**src/rtl/sdr_port_arbiter.sv**
```systemverilog
// sdr_port_arbiter
//   Shares one toggle-handshake SDRAM channel between two requesters:
//   port 0 (main V30 CPU ROM/RAM) and port 1 (sound CPU ROM/RAM).
//   The granted request is latched and forwarded downstream. Read data and
//   an ack toggle are returned to the owning port only.
//
// Parameters
//   FAIR        1 = round-robin on ties, 0 = port 0 always wins ties
//
// Ports
//   CLK_32M     system clock, rising edge
//   reset_n     asynchronous active-low reset
//   mN_addr     port N word address [24:1]
//   mN_din      port N write data
//   mN_wr_sel   port N byte write enables (00 = read)
//   mN_req      port N request toggle
//   mN_ack      port N completion toggle
//   mN_dout     port N read data
//   sdr_addr    downstream word address
//   sdr_din     downstream write data
//   sdr_wr_sel  downstream byte write enables
//   sdr_req     downstream request toggle
//   sdr_ack     downstream completion toggle
//   sdr_dout    downstream read data, valid when sdr_ack == sdr_req
//   busy        downstream transaction outstanding
//   grant       owner of the current or last transaction
module sdr_port_arbiter #(
  parameter bit FAIR = 1'b1
) (
  input  logic        CLK_32M,
  input  logic        reset_n,

  input  logic [23:0] m0_addr,
  input  logic [15:0] m0_din,
  input  logic [1:0]  m0_wr_sel,
  input  logic        m0_req,
  output logic        m0_ack,
  output logic [15:0] m0_dout,

  input  logic [23:0] m1_addr,
  input  logic [15:0] m1_din,
  input  logic [1:0]  m1_wr_sel,
  input  logic        m1_req,
  output logic        m1_ack,
  output logic [15:0] m1_dout,

  output logic [23:0] sdr_addr,
  output logic [15:0] sdr_din,
  output logic [1:0]  sdr_wr_sel,
  output logic        sdr_req,
  input  logic        sdr_ack,
  input  logic [15:0] sdr_dout,

  output logic        busy,
  output logic        grant
);

  typedef enum logic {
    IDLE,
    WAIT
  } state_t;

  state_t state, state_nx;

  logic last_grant;
  logic pend0, pend1;
  logic sel;
  logic do_grant;
  logic do_done;

  assign pend0 = m0_req ^ m0_ack;
  assign pend1 = m1_req ^ m1_ack;

  // State register
  always_ff @(posedge CLK_32M or negedge reset_n) begin
    if (!reset_n) state <= IDLE;
    else          state <= state_nx;
  end

  // Next-state logic
  always_comb begin
    state_nx = state;
    case (state)
      IDLE: if (pend0 || pend1)     state_nx = WAIT;
      WAIT: if (sdr_ack == sdr_req) state_nx = IDLE;
      default:                      state_nx = IDLE;
    endcase
  end

  // Decode: which port wins, and the grant/completion strobes
  always_comb begin
    if (pend0 && pend1) sel = FAIR ? ~last_grant : 1'b0;
    else                sel = pend1;
    do_grant = (state == IDLE) && (pend0 || pend1);
    do_done  = (state == WAIT) && (sdr_ack == sdr_req);
  end

  // Registered datapath. Completion clears busy and returns to IDLE on the
  // same edge, so the earliest next grant is one edge later; that gap lets
  // the downstream controller observe req == ack between transactions.
  always_ff @(posedge CLK_32M or negedge reset_n) begin
    if (!reset_n) begin
      m0_ack     <= 1'b0;
      m1_ack     <= 1'b0;
      m0_dout    <= '0;
      m1_dout    <= '0;
      sdr_addr   <= '0;
      sdr_din    <= '0;
      sdr_wr_sel <= '0;
      sdr_req    <= 1'b0;
      busy       <= 1'b0;
      grant      <= 1'b0;
      last_grant <= 1'b1;
    end else begin
      if (do_grant) begin
        sdr_addr   <= sel ? m1_addr   : m0_addr;
        sdr_din    <= sel ? m1_din    : m0_din;
        sdr_wr_sel <= sel ? m1_wr_sel : m0_wr_sel;
        sdr_req    <= ~sdr_req;
        grant      <= sel;
        last_grant <= sel;
        busy       <= 1'b1;
      end
      if (do_done) begin
        busy <= 1'b0;
        if (grant) begin
          m1_ack <= m1_req;
          if (sdr_wr_sel == 2'b00) m1_dout <= sdr_dout;
        end else begin
          m0_ack <= m0_req;
          if (sdr_wr_sel == 2'b00) m0_dout <= sdr_dout;
        end
      end
    end
  end

endmodule

```
**config.mk**
```make
export PLATFORM = sky130hd
export DESIGN_NAME = sdr_port_arbiter
export DESIGN_NICKNAME = d
export VERILOG_FILES = /design/src/rtl/sdr_port_arbiter.sv
export SDC_FILE = /design/constraint.sdc
export NUM_CORES = 1
export LEC_CHECK = 0
export CORE_MARGIN = 5
export CORE_UTILIZATION = 39
export CTS_CLUSTER_SIZE = 20
export DETAILED_ROUTE_END_ITERATION = 10
export GPL_ROUTABILITY_DRIVEN = 0
export GPL_TIMING_DRIVEN = 0
export PLACE_DENSITY = 0.8
export REMOVE_ABC_BUFFERS = 1
export SLEW_MARGIN = 20
export SYNTH_ARGS = -nofsm -noshare
export SYNTH_HDL_FRONTEND = slang
export SYNTH_SLANG_ARGS = --single-unit
```
**constraint.sdc**
```tcl
create_clock -name CLK_32M -period 2.6 [get_ports CLK_32M]
set_input_delay 0.65 -clock CLK_32M [delete_from_list [all_inputs] [get_ports CLK_32M]]
set_output_delay 0.65 -clock CLK_32M [all_outputs]
set_load 0.1 [all_outputs]
```
### After elaboration in Yosys (flattened, before gate mapping)

Cells that the tools add are included.

| storage, ports and cells | value |
|---|---|
| register bits after elaboration | 81 |
| input bits | 105 |
| output and inout port bits | 79 |
| word-level logic and storage cells | 38 |

| operators by class | value |
|---|---|
| equal/unequal tests | 1 |
| mux-type cells | 9 |
| bitwise logic cells | 6 |
| reduce and logical (&&, ||, !) cells | 10 |

Operators with widths:

| cell | number |
|---|---|
| 24-bit 2-to-1 mux | 1 |
| 16-bit 2-to-1 mux | 1 |
| 3-bit AND reduction | 2 |
| 1-bit 2-to-1 mux | 5 |
| 1-bit inverter | 4 |
| 2-bit AND reduction | 2 |
| 1-bit logical AND | 3 |
| 2-bit logical NOT | 1 |
| 2-bit 2-to-1 mux | 1 |
| 1-bit case mux with 2 select lines | 1 |
| 2-bit nonzero test | 1 |
| 1-bit XOR | 2 |
| 1-bit equality test | 1 |
| 1-bit logical OR | 1 |

### Logic depth before layout (Yosys ltp)

| logic depth | value |
|---|---|
| depth after elaboration | 5 |
| mapped depth | 6 |
| mapped depth without buffers | 4 |

### Worst setup path before layout

No wires, ideal clock.

| timing path | value |
|---|---|
| path kind | register to register |
| from | reg sdr_req |
| to | reg m0_dout[10] |
| library setup time | 0.125 ns |
| arrival time | 2.271 ns |
| data required time | 2.475 ns |
| slack | 0.204 ns |
| cell stages (with the launch flop) | 7 |
| clock period less this slack | 2.396 ns |
| cells stage by stage | dfrtp_1 > xnor2_1 > nand2_1 > or4_1 > buf_6 > buf_12 > mux2_4 |

| between the ends | value |
|---|---|
| word-level cells in the longest chain between the ends | 3 |

RTL lines:

| element | RTL line | source |
|---|---|---|
| start, declared | 50 | `output logic sdr_req,` |
| start signal, assigned | 119 | `sdr_req <= ~sdr_req;` |
| 1-bit equality test | 95 | `do_done = (state == WAIT) && (sdr_ack == sdr_req);` |
| 1-bit logical AND | 95 |  |
| 3-bit AND reduction (no line) | -- |  |
| end signal, assigned | 131 | `if (sdr_wr_sel == 2'b00) m0_dout <= sdr_dout;` |
| end, declared | 38 | `output logic [15:0] m0_dout,` |

No other way between the ends.
A chain may end at the register's enable or synchronous reset.

### Worst setup path after layout

| timing path | value |
|---|---|
| from | reg m0_ack |
| to | out m0_ack |

RTL lines:

| element | RTL line | source |
|---|---|---|
| start, declared | 37 | `output logic m0_ack,` |
| start signal, assigned | 130 | `m0_ack <= m0_req;` |

No word-level cell between the ends.

==> out/qor.txt <==
Slew HR: 29.4%
Ant. Diodes: 0
Slowest-stage cell, CP: clkdlybuf4s50_1
Mapped Cells: 324
Buf/Inv on CP: 1
Crit path time final: 2530 ps
Root Driver: clkbuf_8
Met3 wire length: 912 um
Slew @ Worst Pin: 1060 ps
Top-area cell type share of the netlist area: 58.5%
IO Count: 184
DIE AREA: 10800 sq um
Fin worst setup slack: 68.7 ps
Fraction of layout cells with a size suffix above 1: 11.9%
Setup Fix Bufs, Post-CTS: 0
Yosys top cell by area: dfrtp_1
Worst Setup Path Type: reg -> out
Synthesis-to-layout area growth: 66.6%
DPL Wire Length: 7.58 mm
Via/cell ratio: 4.96
Post-DRT Antenna Nets: 0
Drt total wl: 10.1 mm
First DRT Iteration DRCs: 126
Critical Path Max Stage Delay: 1150 ps
Worst-path clk slew: 90 ps
Maxcap violations: 0
WHS: 299 ps
Critical Path AT: 1880 ps
Startpoint types: register
Core area: 8640 sq um
Max Clock Skew: 15.3 ps
Slew Limit Fails: 0
Crit Path Max Fanout: 3
Crit path cell chain: clkdlybuf4s50_1
H-tree levels: 3
Highest metal used: met4
FMAX: 0.395 GHz
GR Overflow Total: 0
Req. time, crit path: 1950 ps
Mapped cell area: 3420 sq um
Std cell rows: 34
Non-Filler Instances: 614
Clk buf depth: 2
Vias: 3046
Synth warn: 0
CTS tree: yes
Largest net degree at the start of global routing: 43
Routed length on met2: 4.81 mm
End-of-flow core utilization: 66.0%
Initial antenna violation count: 0
Final hold violation count: 0
Crit. End Element: primary output
Worst-Skew Late Latency: 340 ps
Number of buffers added on ports: 183
Unrepaired setup endpoints after global routing: no
Number of synthesized register bits: 81
Die Wd: 104 um
Register area share after synthesis: 59.2%
Crit-path leading delay family: buffers and inverters
Final setup viols: 0
Total GRT Usage: 18.9%
Final period util: 97.4%
Largest cells by area after synthesis: dfrtp_1, nand2_1, mux2_2, a31oi_1, nor2_1
Vias in the first global route: 3177
Worst min path class: in -> async
Drt drc: 0
Synthesized area per cell: 10.6 sq um
WL per Instance: 16.5 um
Dpl cells: 598
First-pass iteration count of the detailed router: 5
Nets: 606
Starting density of the core: 39.6%
Outcome: complete, no violations
Global-route wire length before repair: 16.6 mm
Yosys cell types: 23
M1 WL: 4.26 mm
Sink Count: 81
DP Worst Slack: -294 ps
Die Y: 104 um
Clock buffer count from CTS: 9
==> kinds of logic (layout without fill, tap and decap cells) <==
logic type      Yosys count  in the layout  share of synthesized area [%]
compound gates           49             49                           9.14
xor+xnor                  4              4                           1.02
buf+inv                  25            207                           3.73
flops                    81             81                           59.2
mux                      34             34                           12.3
simple gates            131            131                           14.6
==> through the flow <==
step,setup TNS [ps],instance area [sq um]
global placement,-335780,5270
floorplan,-102380,3310
global route,0,5700
detailed placement,-15360,5410
CTS,0,5690
finish,0,5700
==> repair_timing <==
action | 4_1_cts | 5_1_grt
resized for setup | 1 | 5
hold buffers | 0 | 0
endpoints found under the setup margin | 1 | 19
==> cells in the final DEF (no fill, tap or decap) <==
cell             instances
xor2_1                   1
o21bai_4                 1
a21oi_4                  1
or4_1                    1
dlymetal6s2s_1           4
nand2_1                 85
clkdlybuf4s50_1        177
buf_8                    1
inv_1                    3
clkbuf_8                10
nand3_1                  1
xnor2_1                  3
o21ba_4                  1
nor2_1                  43
clkinv_4                 1
o21bai_1                 1
bufinv_16                4
mux2_4                  10
dfstp_2                  1
o22ai_1                  2
inv_6                    1
buf_16                   3
buf_4                    1
a31oi_1                 42
dlygate4sd2_1            1
a21o_1                   1
mux2_2                  24
or3_1                    1
buf_12                   1
dfrtp_1                 80
==> final cells by class <==
class | count | area, sq um
Fill cell | 669 | 2930
Sequential cell | 81 | 2030
Timing Repair Buffer | 188 | 1960
Multi-Input combinational cell | 218 | 1300
Clock buffer | 10 | 138
Clock inverter | 6 | 138
Tap cell | 108 | 135
Inverter | 3 | 11.3
==> sequential cells by signal, summed over array words and instances, names as in the netlist <==
signal,flops
sdr_addr,24
m0_dout,16
m1_dout,16
sdr_din,16
sdr_wr_sel,2
busy,1
grant,1
last_grant,1
m0_ack,1
m1_ack,1
sdr_req,1
state,1
==> per-layer routing <==
metal | track usage [%] | vias up
li1 | - | 1454
met4 | 6.11 | 0
met5 | 0 | -
met3 | 7.71 | 11
met2 | 31.2 | 146
met1 | 22.6 | 1435
==> Yosys cell counts <==
cell type,n
inv_1,3
a31oi_1,42
or4_1,1
a21oi_1,1
buf_2,2
o21ba_2,1
xnor2_1,3
dfrtp_1,80
mux2_4,10
o22ai_1,2
nand3_1,1
clkbuf_1,16
buf_12,1
mux2_2,24
or3_1,1
o21bai_1,2
xor2_1,1
a21o_1,1
buf_1,1
buf_6,2
nand2_1,85
dfstp_2,1
nor2_1,43
==> path summary, 6_finish.rpt <==
check | from | endpoint | slack [ps] | cells past startpoint
setup / recovery | m0_ack | m0_ack | 70 | 1
hold / removal | reset_n | sdr_addr[10] | 300 | 1
setup reg to reg | sdr_req | m0_dout[12] | 370 | 4
hold reg to reg | m1_dout[15] | m1_dout[15] | 510 | 1
max in group asynchronous | reset_n | sdr_din[7] | 1670 | 2
min in group CLK_32M | m1_dout[15] | m1_dout[15] | 510 | 1
Power is not shown: default switching activity piles up to over one toggle a cycle in this logic, so the estimate is an artifact.
==> variant, RTL diff (same settings) <==
Set the parameter `FAIR` to 1'b0 (it was 1'b1).
--- a/src/rtl/sdr_port_arbiter.sv
+++ b/src/rtl/sdr_port_arbiter.sv
@@ -25,7 +25,7 @@
 //   busy        downstream transaction outstanding
 //   grant       owner of the current or last transaction
 module sdr_port_arbiter #(
-  parameter bit FAIR = 1'b1
+  parameter bit FAIR = 1'b0
 ) (
   input  logic        CLK_32M,
   input  logic        reset_n,
Formal check against the unedited RTL: not equivalent (a bounded check fails within 4 cycles, from zero or initial values and one cycle with reset_n low).
==> variant against the original RTL <==
Final area down 2.4%. Sequential cell count down 1. Synthesized cell count is 28% lower. Global-route usage shrank 0.064 points. Setup slack improved by 0.018 ns. Synthesized area is 1.1% lower. Wire length fell by 2.6%.
Power is not shown: default switching activity piles up to over one toggle a cycle in this logic, so the estimate is an artifact.
==> variant: results (changes against the original RTL) <==
The count of synthesis-stage warnings from yosys is 0 (unchanged), and the average instance area after synthesis is 14.47 um^2 (was 10.57 um^2). Count of buffers inserted at the top-level ports: 183 (unchanged). The flow ran to the end, and the final reports show no timing, DRC or antenna violations. For the total of fill cells in the finished design, the log shows 645 (was 669). Register area share after synthesis: 59.11% (was 59.25%). The share of cells above drive strength 1 was 15.04% (was 11.86%).

The count of non-filler cells in the finished layout was 527 (was 614). The number of nets in the final layout was 519 (was 606); the routed length per placed instance was 18.71 um (was 16.49 um). Most used flip-flop cell after synthesis: sky130_fd_sc_hd__dfrtp_1 (unchanged). The tools report the flop-to-flop setup slack as 0.25 ns (was 0.37 ns).

The worst-path maximum fanout works out to 2 (was 3). Most common library cells after synthesis: sky130_fd_sc_hd__dfrtp_1 (80), sky130_fd_sc_hd__or3_1 (42), sky130_fd_sc_hd__o221a_1 (40) (was sky130_fd_sc_hd__nand2_1 (85), sky130_fd_sc_hd__dfrtp_1 (80), sky130_fd_sc_hd__nor2_1 (43)). The fraction of the cycle the final worst path needs came out at 96.65% (was 97.36%). The run gives -0.6825 ns (was -0.2936 ns) as the post-place setup slack.

The number of iterations in the first detailed-routing pass came out at 4 (was 5). On the worst path, the slowest cell contributes a delay of 1.16 ns. The first-iteration detailed-routing DRC count was 78 (was 126); the placed wire-length estimate after detailed placement was 7056 um (was 7576 um). Max-slew headroom at the worst pin: 32.56% (was 29.38%). The signal arrival time at the worst endpoint is 1.86 ns (was 1.88 ns). The proportion of synthesized flip-flops having asynchronous set or reset was 100.0% (unchanged); the number of placed cells counting well taps was 508 (was 598). The worst setup skew after layout was 0.01098 ns (was 0.01528 ns); the later-pin clock latency in the skew report was 0.35 ns. The logs give 18.88% (was 18.94%) for the combined global-route utilization of all metal layers and 9 (unchanged) for the total CTS buffers. Number of antenna diodes: 0 (unchanged). The count of H-tree levels built during CTS came out at 3 (unchanged).

Most area-consuming cells after synthesis: sky130_fd_sc_hd__dfrtp_1 (59%), sky130_fd_sc_hd__o221a_1 (13%), sky130_fd_sc_hd__mux2_2 (11%) (was sky130_fd_sc_hd__dfrtp_1 (58%), sky130_fd_sc_hd__nand2_1 (9.3%), sky130_fd_sc_hd__mux2_2 (7.9%)). The number of library cell types mapped by synthesis was 23 (unchanged); the detail-routed via count per cell was 5.180 (was 4.961). The number of global-route vias before repair was 2924 (was 3177); the largest net degree at the start of global routing was 51 (was 43).

For the area of placed instances, the log shows 5328 um^2 (was 5411 um^2). The worst slack on hold paths was 0.2316 ns (was 0.2990 ns); the first-pass GRT wire length was 15150 um (was 16550 um). The worst-case clock buffer depth is 2 (unchanged), and the flip-flop count of the largest register after layout is 24 (unchanged). The clock transition at the register clock pins on the worst setup and hold paths after CTS was 0.09 ns (about the same).
==> variant: cell types whose count changed after synthesis, sizes merged, moves of 10 or more <==
cell    unedited run  this run
nand2             85         1
nor2              43         1
a31oi             42         0
o221a              0        42
clkbuf            16         6
or3                1        42
==> variant: timing repair <==
| item | in CTS | in global routing |
|---|---|---|
| pin swaps | 1 | 1 |
| gates cloned | 1 | 0 |
| resized for setup | 6 | 1 |
| buffers inserted | 1 | 1 |
| hold buffers | 0 | 0 |
| endpoints found under the setup margin | 47 | 17 |
==> variant: final cells by class <==
cell class / instances / area, um^2 / area share [%]
flip-flops and latches: 80 / 2003 / 35.99
well taps: 108 / 135.1 / 2.428
clock inverters: 6 / 67.56 / 1.214
repair buffers: 188 / 1936 / 34.78
clock buffers: 10 / 127.6 / 2.293
multi-input cells: 135 / 1296 / 23.29
==> variant: cells by family (layout without fill, tap and decap cells) <==
family / after synthesis / count (layout) / synth area share (%)
compound gates: 46 / 46 / 14.96
xor+xnor: 5 / 6 / 1.515
buf+inv: 20 / 204 / 3.731
flops: 80 / 80 / 59.11
mux: 34 / 34 / 11.30
simple gates: 49 / 49 / 9.383
==> variant: worst paths after layout <==
| check | start | depth (start not counted) | endpoint |
|---|---|---|---|
| min in group CLK_32M | m0_dout[7] | 1 | m0_dout[7] |
| min | reset_n | 1 | m1_dout[13] |
| max in group asynchronous | reset_n | 2 | state |
| min reg2reg | m0_dout[7] | 1 | m0_dout[7] |
| max reg2reg | state | 2 | m0_dout[2] |
| max | sdr_addr[4] | 1 | sdr_addr[4] |
==> variant: routing by layer <==
metal / routed length (um) / vias to the layer above / GRT usage (%)
met5: 0 / - / 0
met4: 212 / 0 / 7.271
met3: 891 / 18 / 6.506
met2: 4791 / 134 / 31.18
met1: 3962 / 1307 / 22.80
li1: - / 1271 / -
